### src/rtl/atm_balance_sequencer.sv
// atm_balance_sequencer
// Sequences deposit / withdraw / inquiry requests against the account balance.
// The balance register lives here. Arithmetic goes through an external N-bit
// adder that has no carry in or carry out. A withdraw first negates the amount
// through the adder, then adds it to the balance. The response is held on a
// valid/ready handshake until the consumer accepts it.
module atm_balance_sequencer #(
    parameter int             N            = 10,
    parameter logic [N-1:0]   INIT_BALANCE = '0
) (
    input  logic         clk,
    input  logic         rst,
    input  logic         req_valid,
    output logic         req_ready,
    input  logic [1:0]   req_op,
    input  logic [N-1:0] req_amount,
    output logic         resp_valid,
    input  logic         resp_ready,
    output logic [1:0]   resp_status,
    output logic [N-1:0] resp_balance,
    output logic [N-1:0] add_a,
    output logic [N-1:0] add_b,
    input  logic [N-1:0] add_sum
);

    typedef enum logic [1:0] {
        IDLE = 2'd0,
        NEG  = 2'd1,
        ADD  = 2'd2,
        RESP = 2'd3
    } state_t;

    localparam logic [1:0] OP_DEPOSIT  = 2'b00;
    localparam logic [1:0] OP_WITHDRAW = 2'b01;
    localparam logic [1:0] OP_INQUIRY  = 2'b10;

    localparam logic [1:0] ST_OK           = 2'b00;
    localparam logic [1:0] ST_INSUFFICIENT = 2'b01;
    localparam logic [1:0] ST_OVERFLOW     = 2'b10;
    localparam logic [1:0] ST_BAD_OP       = 2'b11;

    state_t       state;
    logic [N-1:0] balance;
    logic [N-1:0] amt;
    logic [N-1:0] opnd;
    logic [1:0]   op;

    // Only IDLE can take a new request.
    assign req_ready = (state == IDLE);

    // Route adder operands for the negate and add passes; idle the adder otherwise.
    always_comb begin
        // NOTE: default every output first so no path leaves it unassigned and infers a latch.
        add_a = '0;
        add_b = '0;
        case (state)
            NEG: begin
                add_a = ~amt;
                add_b = {{(N-1){1'b0}}, 1'b1};
            end
            ADD: begin
                add_a = balance;
                add_b = opnd;
            end
            default: ;
        endcase
    end

    // Transaction FSM: owns the balance, the captured request and the registered response.
    always_ff @(posedge clk) begin
        if (rst) begin
            // NOTE: non-blocking assignments so every register samples pre-edge values, like real flops.
            state        <= IDLE;
            balance      <= INIT_BALANCE;
            amt          <= '0;
            opnd         <= '0;
            op           <= OP_DEPOSIT;
            resp_valid   <= 1'b0;
            resp_status  <= ST_OK;
            resp_balance <= INIT_BALANCE;
        end else begin
            case (state)
                IDLE: begin
                    if (req_valid) begin
                        amt <= req_amount;
                        op  <= req_op;
                        case (req_op)
                            OP_DEPOSIT: begin
                                opnd  <= req_amount;
                                state <= ADD;
                            end
                            OP_WITHDRAW: begin
                                if (req_amount > balance) begin
                                    // Rejected up front, so the adder never sees an underflow.
                                    resp_status  <= ST_INSUFFICIENT;
                                    resp_balance <= balance;
                                    resp_valid   <= 1'b1;
                                    state        <= RESP;
                                end else begin
                                    state <= NEG;
                                end
                            end
                            OP_INQUIRY: begin
                                resp_status  <= ST_OK;
                                resp_balance <= balance;
                                resp_valid   <= 1'b1;
                                state        <= RESP;
                            end
                            default: begin
                                resp_status  <= ST_BAD_OP;
                                resp_balance <= balance;
                                resp_valid   <= 1'b1;
                                state        <= RESP;
                            end
                        endcase
                    end
                end
                NEG: begin
                    // ~amt + 1 is the two's-complement negation of the withdraw amount.
                    opnd  <= add_sum;
                    state <= ADD;
                end
                ADD: begin
                    // A wrapped deposit shows up as a sum below the old balance.
                    if (op == OP_DEPOSIT && add_sum < balance) begin
                        resp_status  <= ST_OVERFLOW;
                        resp_balance <= balance;
                    end else begin
                        balance      <= add_sum;
                        resp_status  <= ST_OK;
                        resp_balance <= add_sum;
                    end
                    resp_valid <= 1'b1;
                    state      <= RESP;
                end
                RESP: begin
                    if (resp_ready) begin
                        resp_valid <= 1'b0;
                        state      <= IDLE;
                    end
                end
                default: state <= IDLE;
            endcase
        end
    end

endmodule

### config.mk
export PLATFORM = sky130hd
export DESIGN_NAME = atm_balance_sequencer
export DESIGN_NICKNAME = d
export VERILOG_FILES = /design/src/rtl/atm_balance_sequencer.sv
export SDC_FILE = /design/constraint.sdc
export NUM_CORES = 1
export LEC_CHECK = 0
export ABC_AREA = 1
export BUFFER_PORTS_ARGS = -buffer_cell sky130_fd_sc_hd__buf_4
export CAP_MARGIN = 10
export CORE_ASPECT_RATIO = 1.1
export CORE_MARGIN = 2
export CORE_UTILIZATION = 55
export DETAILED_ROUTE_END_ITERATION = 8
export PLACE_DENSITY_LB_ADDON = 0.15
export SLEW_MARGIN = 20
export SYNTH_ARGS = -nofsm -noshare
export SYNTH_HDL_FRONTEND = slang
export SYNTH_SLANG_ARGS = --single-unit
### constraint.sdc
create_clock -name clk -period 2 [get_ports clk]
set_input_delay 0.4 -clock clk [delete_from_list [all_inputs] [get_ports clk]]
set_output_delay 0.4 -clock clk [all_outputs]
set_load 0.005 [all_outputs]
==> summary.md <==
| Metric | Value |
|---|---|
| Die X-Extent | 72.5 microns |
| First-pass GRT wire length | between 10000 and 15000 microns |
| Worst-Margin Slew | roughly 0.46 ns |
| Clock sinks | 47 |
| CTS root buffer | clkbuf_8 |
| Setup ws final | about 0.047 ns |
| Synth Cell Area | approximately 2800 sq um |
| Core Region | between 4000 and 5000 sq um |
| Net Sw Frac | 0.435 |
| Share of cells above drive strength 1 | 0.227 |
| Number of global-route vias before repair | approximately 2600 |
| CTS tree | built |
| Final ANT Viol Nets | 0 |
| Rel. slew slack | 0.691 |
| Period utilisation layout | 0.977 |
| Routed len/inst | about 13 microns |
| R2R depth | 12 |
| NumNets Final | ~530 |
| Unrepaired setup endpoints after global routing | yes |
| Clock tree buffer depth | 2 |
| IO Port Bufs | 59 |
| Mux contribution to synthesized area | 0 |
| Critical path fanouts, max | 12 |
| Worst Path Class, Setup | register to output port |
| Most frequent cells in the layout | nand2_1 (109), buf_4 (71), nor2_1 (56), inv_1 (52), dfxtp_1 (45) |
| Worst skew pair latency | between 0.3 and 0.4 ns |
| Sink of the worst hold path | balance[7]$_SDFFE_PP0P_ |
| Post-synthesis compound-gate area fraction | 0.148 |
| Hold Path Class | primary input to register |
| Dpl hpwl | 5430 microns |
| Final hold violations | 0 |
| Internal power | approximately 2.7 mW |
| Drt drc | 0 |
| Commonest non-fill, non-tap cell in the layout | nand2_1 |
| Worst EP required | 1.60 ns |
| Outcome | finished, final reports clean |
| Drt pass-1 iters | 4 |
| Avg Inst Size Synth | 6.81 sq um |
| Largest family of logic cells by synthesized area | simple AND/OR/NAND/NOR gates |
| Max VDD drop | approximately 0.0007 V |
| Place WS | about 0.0086 ns |
| Origin of the critical flop-to-flop path | balance[8]$_SDFFE_PP0P_ |
| Full die area | around 5800 sq um |
| XOR/XNOR Fraction of Synth Area | 0 |
| Unique masters post-synth | 28 |
| Drt via density | between 5 and 6 |
| Initial antenna violation count | 0 |
| Critical Path AT | roughly 1.6 ns |
| Cells after synthesis | approximately 420 |
| Seq/Total Area, Yosys | 0.331 |
| Die height | 79.4 microns |
| Clock Skew | about 0.009 ns |
| Std cell rows | 27 |
| DRT iter0 DRCs | 177 |
| Gp weighted congestion | roughly 0.87 |
| Adder and majority cell fraction of the synthesized area | 0.123 |
| Clock share of power | 0.129 |
| Register share of total power | 0.304 |
| Highest Clock Rate | between 500 and 600 MHz |
| Area Overhead vs Synth | 24.6% |
| CP startpoint kind | register |
| Yosys warns | 0 |
| Max-capacitance violation count | 0 |
| Fin util | 0.708 |
| Total CTS buffers | 5 |
| Switching Power | between 2 and 2.5 mW |
| Worst Min Path Start | rst |
| Remaining global-route overflow | 0 |
| Max Slew Vio Count | 0 |
| Gr usage total | 0.264 |
| # setup viols final | 0 |
| Simple-Gate Fraction of Synth Area | 0.286 |
| Initial core utilization | 0.568 |
| Synth Register Bits | between 40 and 50 |
| Via Count | roughly 2800 |
| # IOs | 60 |
| R2R Setup Slk | approximately 0.16 ns |
| Cells on Worst Hold Path | 2 |
| Total routed wirelength | between 7000 and 8000 microns |
| End of the worst register-to-register path | resp_balance[7]$_SDFFE_PP0P_ |
| # diodes | 0 |
| Syn Nets | 471 |
| CP Capture Type | output port |
| Largest net degree at the start of global routing | 21 |
| Pwr/cell area | 1330 nW/um^2 |
| Clk pin slew, worst setup/hold paths | 0.10 ns |
| H-tree depth | 2 |
| Combinational share of power | 0.567 |
| Leakage Power | 1.84 nW |
| Min Clock Period, post-route | approximately 2 ns |
==> synth_stat cells (all sizes together) <==
master	n	area, sq um
inv	57	214
dfxtp	47	941
nand3	18	100
nand3b	1	7.51
a211oi	3	35.0
nor3	1	5.00
clkbuf	9	33.8
or2	1	6.26
nor2	59	234
buf	10	66.3
ha	28	350
nand4	1	6.26
a21oi	24	120
a2bb2oi	10	87.6
a31oi	10	62.6
o21ai	23	115
nand2	115	454
==> sequential cells by signal, summed over array words and instances, names as in the netlist <==
signal and flops:
amt 10, balance 10, op 2, opnd 10, resp_balance 10, resp_status 2
resp_valid 1, state 2
==> final cells by class <==
type                    instances  area, sq um
well taps                      58         72.6
clock buffers                   5         68.8
multi-input cells             294         1640
inverters                      57          218
fillers                       443         1460
clock inverters                 3         23.8
repair buffers                 74          574
flip-flops and latches         47          943
==> worst max-delay path by stage <==
stage,startpoint,to,slack (ns)
2_1_floorplan,req_amount[9],resp_balance[0]$_SDFFE_PP0P_,0.36
3_3_place_gp,req_amount[9],resp_balance[5]$_SDFFE_PP0P_,0.05
3_5_place_dp,add_sum[5],resp_balance[7]$_SDFFE_PP0P_,0.009
4_1_cts,state[0]$_SDFFE_PP0P_,add_a[4],-0.02
5_1_grt,state[0]$_SDFFE_PP0P_,add_b[1],-0.03
6_report,state[1]$_SDFFE_PP0P_,add_a[0],0.05
==> power by group through the flow <==
stage	combinational [mW]	clock [mW]	sequential [mW]
global route	3.00	0.645	1.46
global placement	2.37	0	1.41
detailed placement	2.42	0	1.43
finish	2.66	0.604	1.43
floorplan	1.69	0	1.39
CTS	2.53	0.611	1.41
==> critical path: stages, from the launching register on <==
cell and delay (ns):
dfxtp_2 0.37, inv_2 0.07, ha_2 0.20, inv_2 0.09
buf_8 0.15, a2bb2oi_1 0.17, nor2_1 0.06, buf_4 0.13
==> what timing repair did <==
action	in CTS	in global routing
cloned	0	0
buffers inserted	2	0
hold buffers	0	0
endpoints found under the setup margin	14	27
resized for setup	7	13
==> cell families (layout without fill, tap and decap cells) <==
kind of cell / count (synthesis) / count (layout)
adder cells (fa/ha/maj): 28 / 28
flip-flops: 47 / 47
AO/OA/AOI/OAI: 70 / 70
buffers and inverters: 76 / 139
AND/OR/NAND/NOR: 196 / 196
==> metal layers <==
layer / GRT usage / part of all wire / wire length (microns)
met3: 0.0292 / 0.051 / 367
met2: 0.437 / 0.47 / 3390
met5: 0 / 0 / 0
met4: 0.0796 / 0.013 / 97
met1: 0.360 / 0.47 / 3350
==> per-stage QoR <==
step	setup TNS, ns	cell area, sq um	cells	total power [mW]	hold slack [ns]
CTS	-0.0890	3480	538	4.55	0.347
detailed placement	0	3350	528	3.85	0.481
finish	0	3540	538	4.69	0.342
global route	-0.178	3540	538	5.10	0.353
global placement	0	3350	528	3.78	0.462
floorplan	0	2840	417	3.08	0.456
Note: power is estimated with default switching activity, not from simulation.
